`src/rtl/hilo_mult_scheduler.sv`:
```
// hilo_mult_scheduler: owns the HI/LO register pair and sequences mult/multu,
// madd/msub and mthi/mtlo. Multiplies run on an iterative shift-add datapath
// retiring BITS_PER_CYCLE multiplier bits per cycle, then one accumulate cycle.
//
// Ports:
//   Clk, Rst_n        clock (rising edge), asynchronous active-low reset
//   Start             multiply-class op in EX this cycle
//   Signed            1 = signed operands, 0 = unsigned
//   Madd / Msub       accumulate into / subtract from HI:LO
//   OperandA/B        rs / rt values
//   HiLoWrite         mthi/mtlo in EX; HiOrLo selects HI (1) or LO (0)
//   WriteData         mthi/mtlo data
//   HiLoRead          mfhi/mflo in ID this cycle
//   Flush             kill the in-flight op
//   Hi / Lo           HI and LO registers
//   Busy              unit occupied (state != IDLE)
//   Done              one-cycle pulse, new HI/LO visible this cycle
//   Stall             combinational pipeline hold
module hilo_mult_scheduler #(
  parameter int unsigned BITS_PER_CYCLE = 1
) (
  input  logic        Clk,
  input  logic        Rst_n,
  input  logic        Start,
  input  logic        Signed,
  input  logic        Madd,
  input  logic        Msub,
  input  logic [31:0] OperandA,
  input  logic [31:0] OperandB,
  input  logic        HiLoWrite,
  input  logic        HiOrLo,
  input  logic [31:0] WriteData,
  input  logic        HiLoRead,
  input  logic        Flush,
  output logic [31:0] Hi,
  output logic [31:0] Lo,
  output logic        Busy,
  output logic        Done,
  output logic        Stall
);

  localparam int unsigned N        = 32 / BITS_PER_CYCLE;
  localparam int unsigned CNT_W    = (N > 1) ? $clog2(N) : 1;
  localparam logic [CNT_W-1:0] CNT_LAST = CNT_W'(N - 1);

  typedef enum logic [1:0] {
    S_IDLE = 2'd0,
    S_MUL  = 2'd1,
    S_ACC  = 2'd2
  } state_t;

  state_t state_q, state_d;

  logic [31:0]      hi_q, hi_d;
  logic [31:0]      lo_q, lo_d;
  logic [63:0]      acc_q, acc_d;
  logic [63:0]      mcand_q, mcand_d;
  logic [31:0]      mplier_q, mplier_d;
  logic [CNT_W-1:0] cnt_q, cnt_d;
  logic             neg_q, neg_d;
  logic             madd_q, madd_d;
  logic             msub_q, msub_d;
  logic             busy_q, busy_d;
  logic             done_q, done_d;

  logic        accept_op;
  logic        accept_wr;
  logic [31:0] a_abs;
  logic [31:0] b_abs;
  logic [63:0] step_sum;
  logic [63:0] product;
  logic [63:0] hilo_new;

  // New work is only taken in IDLE; Flush kills a same-cycle issue.
  assign accept_op = (state_q == S_IDLE) & Start & ~Flush;
  assign accept_wr = (state_q == S_IDLE) & HiLoWrite & ~Start & ~Flush;

  // Magnitudes for signed ops; -0x80000000 wraps to 0x80000000, which is the
  // correct unsigned magnitude 2^31.
  assign a_abs = (Signed & OperandA[31]) ? (~OperandA + 32'd1) : OperandA;
  assign b_abs = (Signed & OperandB[31]) ? (~OperandB + 32'd1) : OperandB;

  // Partial product for the BITS_PER_CYCLE low multiplier bits this cycle.
  always_comb begin
    step_sum = 64'd0;
    for (int j = 0; j < int'(BITS_PER_CYCLE); j++) begin
      if (mplier_q[j]) begin
        step_sum = step_sum + (mcand_q << j);
      end
    end
  end

  // Signed product and the accumulate/subtract result, modulo 2^64.
  always_comb begin
    product  = neg_q ? (~acc_q + 64'd1) : acc_q;
    hilo_new = product;
    if (madd_q) begin
      hilo_new = {hi_q, lo_q} + product;
    end else if (msub_q) begin
      hilo_new = {hi_q, lo_q} - product;
    end
  end

  // State register.
  always_ff @(posedge Clk or negedge Rst_n) begin
    if (!Rst_n) begin
      state_q <= S_IDLE;
    end else begin
      state_q <= state_d;
    end
  end

  // Next-state logic.
  always_comb begin
    state_d = state_q;
    unique case (state_q)
      S_IDLE: begin
        if (accept_op) begin
          state_d = S_MUL;
        end
      end
      S_MUL: begin
        if (Flush) begin
          state_d = S_IDLE;
        end else if (cnt_q == CNT_LAST) begin
          state_d = S_ACC;
        end
      end
      S_ACC:   state_d = S_IDLE;
      default: state_d = S_IDLE;
    endcase
  end

  // Datapath and output next values.
  always_comb begin
    hi_d     = hi_q;
    lo_d     = lo_q;
    acc_d    = acc_q;
    mcand_d  = mcand_q;
    mplier_d = mplier_q;
    cnt_d    = cnt_q;
    neg_d    = neg_q;
    madd_d   = madd_q;
    msub_d   = msub_q;
    done_d   = 1'b0;
    busy_d   = (state_d != S_IDLE);
    unique case (state_q)
      S_IDLE: begin
        if (accept_op) begin
          acc_d    = 64'd0;
          mcand_d  = {32'd0, a_abs};
          mplier_d = b_abs;
          cnt_d    = '0;
          neg_d    = Signed & (OperandA[31] ^ OperandB[31]);
          madd_d   = Madd;
          msub_d   = Msub;
        end else if (accept_wr) begin
          if (HiOrLo) begin
            hi_d = WriteData;
          end else begin
            lo_d = WriteData;
          end
        end
      end
      S_MUL: begin
        if (!Flush) begin
          acc_d    = acc_q + step_sum;
          mcand_d  = mcand_q << BITS_PER_CYCLE;
          mplier_d = mplier_q >> BITS_PER_CYCLE;
          cnt_d    = cnt_q + CNT_W'(1);
        end
      end
      S_ACC: begin
        if (!Flush) begin
          hi_d   = hilo_new[63:32];
          lo_d   = hilo_new[31:0];
          done_d = 1'b1;
        end
      end
      default: ;
    endcase
  end

  // Datapath registers.
  always_ff @(posedge Clk or negedge Rst_n) begin
    if (!Rst_n) begin
      hi_q     <= 32'd0;
      lo_q     <= 32'd0;
      acc_q    <= 64'd0;
      mcand_q  <= 64'd0;
      mplier_q <= 32'd0;
      cnt_q    <= '0;
      neg_q    <= 1'b0;
      madd_q   <= 1'b0;
      msub_q   <= 1'b0;
      busy_q   <= 1'b0;
      done_q   <= 1'b0;
    end else begin
      hi_q     <= hi_d;
      lo_q     <= lo_d;
      acc_q    <= acc_d;
      mcand_q  <= mcand_d;
      mplier_q <= mplier_d;
      cnt_q    <= cnt_d;
      neg_q    <= neg_d;
      madd_q   <= madd_d;
      msub_q   <= msub_d;
      busy_q   <= busy_d;
      done_q   <= done_d;
    end
  end

  assign Hi   = hi_q;
  assign Lo   = lo_q;
  assign Busy = busy_q;
  assign Done = done_q;

  // Readers wait behind any HI/LO producer in EX or in flight; producers wait
  // while the unit is occupied.
  assign Stall = (HiLoRead & (busy_q | Start | HiLoWrite)) |
                 ((Start | HiLoWrite) & busy_q);

endmodule

```
`config.mk`:
```
export PLATFORM = sky130hd
export DESIGN_NAME = hilo_mult_scheduler
export DESIGN_NICKNAME = d
export VERILOG_FILES = /design/src/rtl/hilo_mult_scheduler.sv
export SDC_FILE = /design/constraint.sdc
export NUM_CORES = 1
export LEC_CHECK = 0
export BUFFER_PORTS_ARGS = -buffer_cell sky130_fd_sc_hd__clkbuf_2
export CAP_MARGIN = 20
export CORE_MARGIN = 1
export CORE_UTILIZATION = 36
export DETAILED_ROUTE_END_ITERATION = 10
export GPL_TIMING_DRIVEN = 0
export PLACE_DENSITY = 0.55
export SYNTH_ARGS = -nofsm -noshare
export SYNTH_HDL_FRONTEND = slang
export SYNTH_SLANG_ARGS = --single-unit
```
`constraint.sdc`:
```
create_clock -name Clk -period 6.5 [get_ports Clk]
set_input_delay 1.3 -clock Clk [delete_from_list [all_inputs] [get_ports Clk]]
set_output_delay 1.3 -clock Clk [all_outputs]
set_load 0.01 [all_outputs]
```
# Word level (Yosys, flattened, before mapping)
# Index checks and enable logic that the tools add are counted.
# Widths: inputs -> output; s select.
dict set report classes {
  add_sub_neg 7
  eq_ne 10
  n_mux 34
  bitwise 20
  reduce_logical 8
}
# operator count
set ops {}
lappend ops {{$mux 64} 8}
lappend ops {{$mux 32} 12}
lappend ops {{$pmux 64 s2} 2}
lappend ops {{$pmux 32 s2} 3}
lappend ops {{$add 64x64->64} 2}
lappend ops {{$add 32x1->32 const B} 2}
lappend ops {{$add 64x1->64 const B} 1}
lappend ops {{$not 32->32} 2}
lappend ops {{$not 64->64} 1}
lappend ops {{$sub 64x64->64} 1}
lappend ops {{$ne 2x2->1 const B} 7}
lappend ops {{$and 1x1->1} 10}
lappend ops {{$mux 5} 2}
lappend ops {{$pmux 5 s2} 1}
lappend ops {{$reduce_and 5->1} 2}
lappend ops {{$mux 2} 3}
lappend ops {{$reduce_bool 2->1} 3}
lappend ops {{$add 5x1->5 const B} 1}
lappend ops {{$eq 5x5->1 const B} 1}
lappend ops {{$or 1x1->1} 4}
lappend ops {{$pmux 2 s2} 1}
lappend ops {{$reduce_and 3->1} 1}
lappend ops {{$eq 2x1->1 const B} 1}
lappend ops {{$eq 2x2->1 const B} 1}
lappend ops {{other kinds (5)} 7}
dict set report word_totals {
  ff_bits 236
  output_inout_bits 67
  wordCells 91
}

# Depth between registers and ports, before layout
# Gate-level depths: netlist of run 1.
dict set report depth {
  word_depth 8
  ltp_mapped 23
  ltp_nobuf 22
}

# Least setup slack after synthesis of run 1
# No wires, ideal clock.
dict set report synth_timing {
  path_type {register to register}
  from {register acc_q[21]}
  to {register hi_q[31] (netlist: Hi[31])}
  t_arrival_ps 5565
  path_slack_ps 801
  stages_incl_launch_ff 23
  period_less_slack_ps 5699
  path_cell_list {dfrtp_1 > or4_4 > or3_4 > or3_4 > or3_2 > o21ai_0 > o21ai_0 > xnor2_1 > inv_1 > ha_1 > clkbuf_1 > nand2_1 > nor3_1 > a221oi_1 > o21ai_0 > a211oi_1 > o21ai_1 > a21oi_1 > nor3_1 > a21boi_0 > or4_1 > a31oi_1 > nor3_1}
}
dict set report synth_via {
  elab_chain_len 8
}
# item line_no
set synth_lines {}
lappend synth_lines {{from (decl)} 56} ;# logic [63:0] acc_q, acc_d;
lappend synth_lines {{from (signal assigned)} 189} ;# acc_q <= 64'd0;
lappend synth_lines {{from (signal assigned)} 201} ;# acc_q <= acc_d;
lappend synth_lines {{$not 64->64} 95} ;# product = neg_q ? (~acc_q + 64'd1) : acc_q;
lappend synth_lines {{$add 64x1->64} 95}
lappend synth_lines {{$mux 64 *} 95}
lappend synth_lines {{$sub 64x64->64} 100} ;# hilo_new = {hi_q, lo_q} - product;
lappend synth_lines {{$mux 64} 99} ;# end else if (msub_q) begin
lappend synth_lines {{$mux 64 *} 97} ;# if (madd_q) begin
lappend synth_lines {{$mux 32 *} 174} ;# if (!Flush) begin
lappend synth_lines {{$pmux 32 s2 *} 147} ;# unique case (state_q)
lappend synth_lines {{to (signal assigned)} 199} ;# hi_q <= hi_d;
lappend synth_lines {{to (decl)} 54} ;# logic [31:0] hi_q, hi_d;
# Mark *: on every way between the ends. The rest lies on a longest branch, timed or not. The select of a mux whose other input is x is not followed.
# A chain may end at the register's enable or synchronous reset.

# Worst setup path in the final report of run 1
dict set report layout_timing {
  from {register acc_q[15]}
  to {register hi_q[31] (netlist: Hi[31])}
}
# Same word-level chain as after synthesis.

==> key figures, run 1 <==
Pwr
  – Power Density: 343 nW/um2
  – Net Switching: 4.93 mW
  – Logic pwr share: 0.592
  – Internal: 4.81 mW
  – Reg power frac: 0.204
  – Peak supply drop: 0.000163 V
  – Leakage: 12.5 nW
  – Sw frac: 0.506
  – Clock share of power: 0.203

Setup path
  – Reg2Reg Setup Slack: 190 ps
  – Startpoint types: register
  – Data arrival, critical path: 6730 ps
  – Worst Reg-to-Reg Cells: 16
  – RR Startpoint: acc_q[15]
  – CP required: 6920 ps
  – Reg2Reg Capture Point: Hi[31]
  – CP Class: register to register
  – Critical path peak fanout: 6
  – Worst setup EP type: register

Logic synthesis
  – Number of flops mapped to enable cells by yosys: 0
  – Largest family of logic cells by synthesized area: compound AO/OA/AOI/OAI gates
  – Post-Syn Area: 24,800 um2
  – Count of mapped cells out of synthesis: 3,355
  – Synth top area share: 0.238
  – Top cells by count, synth: 368 x a21oi_1, 344 x o21ai_0, 338 x nand2_1, 301 x nor2_1, 236 x dfrtp_1
  – Number of synthesized register bits: 236
  – Simple-Gate Fraction of Synth Area: 0.205
  – Syn_nets: 3,666
  – Area leader, netlist: dfrtp_1
  – Syn_area_per_cell: 7.40 um2
  – Synth area leaders: dfrtp_1 24%, ha_1 10%, a21oi_1 7.4%
  – Seq/Total Area, Yosys: 0.238
  – Cell variety after synth: 91
  – Post-synth ARST share: 1.00
  – Most frequent cell after synthesis: a21oi_1
  – Post-synth top flop: dfrtp_1
  – Synth Area in XOR/XNOR: 0.0782
  – Synth Warn #: 0
  – Post-Synth Adder-Cell Area: 0.104
  – Post-synthesis compound-gate area fraction: 0.317
  – Mux share of post-synthesis cell area: 0.00247

Global routing
  – Initial antenna violation count: 1
  – First-pass GRT wire length: 157 mm
  – Pin count of the biggest net entering global routing: 89
  – Vias in the first global route: 25,400
  – Grt total ovfl: 0
  – GRT Total Usage: 0.293

Detailed routing
  – Iteration-0 DRC Markers: 2,519
  – Post-route DRC: 0
  – First-pass detailed-route iteration total: 6
  – Post-Route WL: 105 mm
  – Avg WL per Cell: 23.6 um
  – Vias: 26,600
  – Via/cell ratio: 5.94
  – Antenna Violating Nets Remaining: 0

Final layout
  – Nets: 3,882
  – Final Cell Area: 28,400 um2
  – Fin util: 0.419
  – Area Growth Syn to Fin: 14.2%
  – Layout cells sized above 1: 0.0890

Placement
  – Port-buffer cells: 172
  – Routability cong.: 1.05
  – Dpl cell area: 26,800 um2
  – Dpl hpwl: 83.5 mm
  – Worst slack, placed: -1480 ps

Min path
  – Hold Path Stages: 2
  – Tightest Hold Check Type: register to register
  – Worst Hold End: cnt_q[4]
  – Worst hold start: cnt_q[4]

Clocking
  – TritonCTS clock tree: done
  – Worst skew pair latency: 560 ps
  – # H-tree levels: 2
  – Hold buffer count at CTS: 0
  – Clock sink total: 236
  – Clock buffer count from CTS: 34
  – CTS clk-pin slew, worst paths: 60 ps
  – Root Driver: clkbuf_16
  – CTS Buffer Depth: 3

STA
  – Final Setup Violations: 0
  – Slew headroom: 0.190
  – Setup slack after layout: 189 ps
  – Final hold vios: 0
  – Slew @ Worst Pin: 1210 ps
  – Max-slew violation count: 0
  – Tmin final: 6310 ps
  – Max frequency: 158 MHz
  – Unrepaired setup endpoints after global routing: false
  – Skew final: 16.8 ps
  – Final Cycle Share: 0.971

Die
  – Row cnt: 95
  – I/O pins: 173
  – Die H: 265 um
  – Die Width: 265 um
  – Core area: 67,800 um2
  – Die area: 70,000 um2
  – Initial core utilization: 0.367

Run
  – Max_cap viols: 0

Run status
  – Status: completed
-- logic make-up after synthesis --
group | after synthesis
AO/OA/AOI/OAI | 1250
flip-flops | 236
multiplexers | 6
buffers and inverters | 361
XOR/XNOR | 220
adder cells (fa/ha/maj) | 205
AND/OR/NAND/NOR | 1077
-- layer usage --
layer,track usage,vias up,share of wire
met4,0.136,0,0.051
met3,0.0446,246,0.080
met1,0.391,12500,0.43
met2,0.465,1178,0.44
li1,-,12600,-
met5,0,-,0
-- worst max-delay path, stage by stage (launching register included) --
cell	delay (ps)
dfrtp_1	450
or3_4	430
or4b_4	550
or3_4	430
or3_2	530
o31ai_4	250
xor2_2	310
inv_1	120
ha_1	380
or4_1	590
or3_1	380
nand3b_1	270
o41ai_4	530
a21oi_2	170
a211o_1	300
a2111oi_1	380
nor3_1	80
-- state kept, by name, summed over array words and instances (netlist names) --
register	flops
Busy	1
Done	1
Hi	32
Lo	32
acc_q	64
cnt_q	5
madd_q	1
mcand_q	64
mplier_q	32
msub_q	1
neg_q	1
state_q	2
-- power groups by stage --
stage | Clock, mW | Combinational (mW) | Sequential (mW)
floorplan | 0 | 3.77 | 1.92
global placement | 0 | 5.48 | 2.00
detailed placement | 0 | 5.46 | 2.00
CTS | 2.02 | 5.54 | 1.98
global route | 2.08 | 6.21 | 2.01
finish | 1.98 | 5.77 | 1.99
-- worst max-delay path by stage --
stage                  end      start  cells past startpoint
finish              Hi[31]  acc_q[15]                     16
global route        Hi[31]  acc_q[34]                     17
detailed placement  Hi[31]   acc_q[4]                     22
CTS                 Hi[31]  acc_q[15]                     16
floorplan           Hi[31]  acc_q[21]                     22
global placement    Hi[31]   acc_q[4]                     22
-- layout by cell type, fill, tap and decap left out, types with 42 or more instances in the layout --
cell and count:
clkbuf_1 176, a21oi_1 364, and2_1 72, xnor2_1 125, a211oi_1 50, clkbuf_2 179, ha_1 200, nand4_1 42
nor2_1 301, dfrtp_1 236, inv_1 166, nand2_1 338, nand3_1 58, o31ai_1 63, nor3_1 52, a21o_1 72
o21ai_0 340, xor2_1 83
-- stage by stage --
step	instances	TNS [ps]	power [mW]	hold WS (ps)
global placement	4400	-295200	7.48	460
CTS	4465	-42.6	9.54	480
floorplan	3355	0	5.69	439
finish	4470	0	9.73	476
global route	4469	0	10.3	508
detailed placement	4402	-15010	7.46	468
-- final cells by class --
| type | count | area, um2 |
|---|---|---|
| antenna | 1 | 2.50 |
| fill | 7146 | 39400 |
| clock inverter | 13 | 199 |
| tap | 873 | 1090 |
| clock buffer | 48 | 975 |
| sequential | 236 | 5910 |
| inverter | 168 | 631 |
| buffer | 189 | 727 |
| timing repair buffer | 184 | 1000 |
| multi-input combinational | 2758 | 17800 |
-- repair_timing --
action / in CTS / in global routing
resized for setup: 29 / 36
endpoints found under the setup margin: 33 / 23
setup buffers: 4 / 6
pin swaps: 4 / 7
hold endpoints to repair: 0 / 0
Note: power is estimated with default switching activity, not from simulation.
==> inputs of run 2 (changes only) <==
- ABC_AREA: unset -> 1
==> key figures, run 2 <==
STA
  – Final hold vios: 0
  – Final Cycle Share: 0.884
  – Worst hold slack: 473 ps
  – Slew headroom: 0.214
  – Slew @ Worst Pin: 1170 ps
  – Tmin final: 5750 ps
  – Setup TNS: 0 ps
  – Max-slew violation count: 0
  – Final Setup Violations: 0
  – Max frequency: 174 MHz
  – Skew final: 28.0 ps
  – Unrepaired setup endpoints after global routing: false

Detailed routing
  – WL met3: 7.57 mm
  – DR WL met2: 59.7 mm
  – Post-Route WL: 130 mm
  – Avg WL per Cell: 22.4 um
  – Routed met1 length: 57.5 mm
  – Vias: 31,400
  – Iteration-0 DRC Markers: 2,664
  – Via/cell ratio: 5.40
  – Uppermost layer routed: met4
  – Post-route DRC: 0
  – Antenna Violating Nets Remaining: 0
  – First-pass detailed-route iteration total: 6

Clocking
  – CTS Buffer Depth: 3
  – Hold buffer count at CTS: 0
  – Worst skew pair latency: 590 ps
  – Post_cts resized: 0
  – Clock sink total: 236
  – TritonCTS clock tree: done
  – CTS clk-pin slew, worst paths: 60 ps
  – Root Driver: clkbuf_16
  – Setup Buffers After CTS: 0
  – # H-tree levels: 2
  – Clock buffer count from CTS: 35

Placement
  – Dpl hpwl: 111 mm
  – Port-buffer cells: 172
  – Routability cong.: 1.02

Pwr
  – Peak supply drop: 0.000187 V
  – Pwr Total: 12.7 mW
  – Power Density: 406 nW/um2
  – Logic pwr share: 0.673
  – Internal: 5.39 mW
  – Clock share of power: 0.158
  – Reg power frac: 0.169
  – Sw frac: 0.576
  – Leakage: 15.6 nW
  – Net Switching: 7.33 mW

Setup path
  – CP top delay family: simple AND/OR/NAND/NOR gates
  – CP bufs+invs: 5
  – Startpoint types: register
  – Data arrival, critical path: 6190 ps
  – Critical path peak fanout: 8
  – CP required: 6950 ps
  – Crit path largest cell delay: 660 ps
  – CP most frequent cell: nand3_1
  – Worst setup EP type: register
  – CP Class: register to register
  – CP max-delay cell: o211ai_1

Logic synthesis
  – Count of mapped cells out of synthesis: 4,541
  – Most frequent cell after synthesis: nand2_1
  – Number of flops mapped to enable cells by yosys: 0
  – Syn_nets: 4,852
  – Cell variety after synth: 69
  – Top cells by count, synth: 858 x nand2_1, 776 x inv_1, 537 x nor2_1, 486 x a21oi_1, 370 x o21ai_0
  – Syn_area_per_cell: 6.15 um2
  – Post-Syn Area: 27,900 um2
  – Synth top area share: 0.212
  – Synth Warn #: 0
  – Area leader, netlist: dfrtp_1
  – Seq/Total Area, Yosys: 0.212
  – Synth area leaders: dfrtp_1 21%, nand2_1 12%, inv_1 10%
  – Number of synthesized register bits: 236
  – Post-synth ARST share: 1.00
  – Post-synth top flop: dfrtp_1

Die
  – Die H: 280 um
  – Die Width: 280 um
  – I/O pins: 173
  – Initial core utilization: 0.366
  – Row cnt: 101
  – Core area: 76,300 um2
  – Die area: 78,600 um2

Final layout
  – Highest-count cells in the layout ignoring fill and taps: 858 x nand2_1, 776 x inv_1, 537 x nor2_1
  – Area of the multi-input gates: 18,400 um2
  – Commonest non-fill, non-tap cell in the layout: nand2_1
  – Layout cells sized above 1: 0.0872
  – Nets: 5,064
  – Area Growth Syn to Fin: 12.2%
  – Fin util: 0.410
  – Top flop regs: acc_q (64), mcand_q (64)
  – # fillers: 8,648
  – Register cell area after layout: 5910 um2

Run status
  – Status: completed

Global routing
  – Grt total ovfl: 0
  – Pin count of the biggest net entering global routing: 94
  – GRT Total Usage: 0.327
  – First-pass GRT wire length: 191 mm
  – Vias in the first global route: 30,100
  – Initial antenna violation count: 0

Run
  – Max_cap viols: 0

Min path
  – Tightest Hold Check Type: register to register
==> run 2: cell count changes after synthesis, sizes merged, moves of 49 or more <==
cell	change
inv	+629
and2	-72
nor2	+253
a211oi	-49
nand3	+138
a21oi	+130
nand2	+528
xnor2	-113
o211ai	+54
a21o	-61
clkbuf	-74
o31ai	-51
o21ai	+69
==> run 2: worst register-to-register path: cells and delay by family, from the launching register on <==
kind / cells / cell delay, ps
XOR/XNOR: 1 / 460
flip-flops: 1 / 430
adder cells (fa/ha/maj): 2 / 500
AND/OR/NAND/NOR: 15 / 2070
buffers and inverters: 5 / 780
AO/OA/AOI/OAI: 6 / 1380
==> run 2: per-stage QoR <==
step / instances / worst slack [ps] / area (um2)
after floorplan: 4541 / 2690 / 27900
after global placement: 5743 / -1300 / 30100
after detailed placement: 5746 / 875 / 30100
after CTS: 5810 / 853 / 31300
after global routing: 5810 / 352 / 31300
final: 5811 / 753 / 31300
==> run 2: worst paths after layout <==
| path | startpoint | to | slack (ps) | depth (start not counted) |
|---|---|---|---|---|
| worst min-delay path | mplier_q[24] | mplier_q[24] | 470 | 2 |
| worst min register to register | mplier_q[24] | mplier_q[24] | 470 | 2 |
| max in group asynchronous | Rst_n | Lo[18] | 4440 | 3 |
| min in group asynchronous | Rst_n | mplier_q[8] | 690 | 1 |
| worst max register to register | acc_q[0] | Hi[27] | 750 | 29 |
| worst max-delay path | acc_q[0] | Hi[27] | 750 | 29 |
==> run 2: layer usage <==
layer	vias to the layer above	track usage
met5	-	0
met4	0	0.122
met3	202	0.0325
met2	1170	0.546
met1	14600	0.435
li1	15400	-
==> run 2: logic make-up (layout without fill, tap and decap cells) <==
kind of cell / after synthesis / in the layout / synth area share
compound gates: 1240 / 1240 / 0.255
buf+inv: 953 / 1192 / 0.131
xor+xnor: 124 / 124 / 0.0405
flops: 236 / 236 / 0.212
other cells: 0 / 1 / 0
fa+ha+maj: 205 / 205 / 0.0927
simple gates: 1783 / 1783 / 0.270
==> run 2: power by group through the flow <==
stage / sequential (mW) / combinational [mW] / clock [mW]
floorplan: 2.04 / 5.48 / 0
global placement: 2.16 / 8.34 / 0
detailed placement: 2.16 / 8.30 / 0
CTS: 2.14 / 8.34 / 2.05
global route: 2.18 / 9.34 / 2.10
finish: 2.15 / 8.56 / 2.02
==> run 2: layout make-up <==
type	count	area share
tap	1030	0.0411
clock buffer	48	0.0324
buffer	152	0.0205
clock inverter	16	0.00583
antenna	1	0.0000799
inverter	801	0.0960
sequential	236	0.189
timing repair buffer	175	0.0297
multi-input combinational	3352	0.586
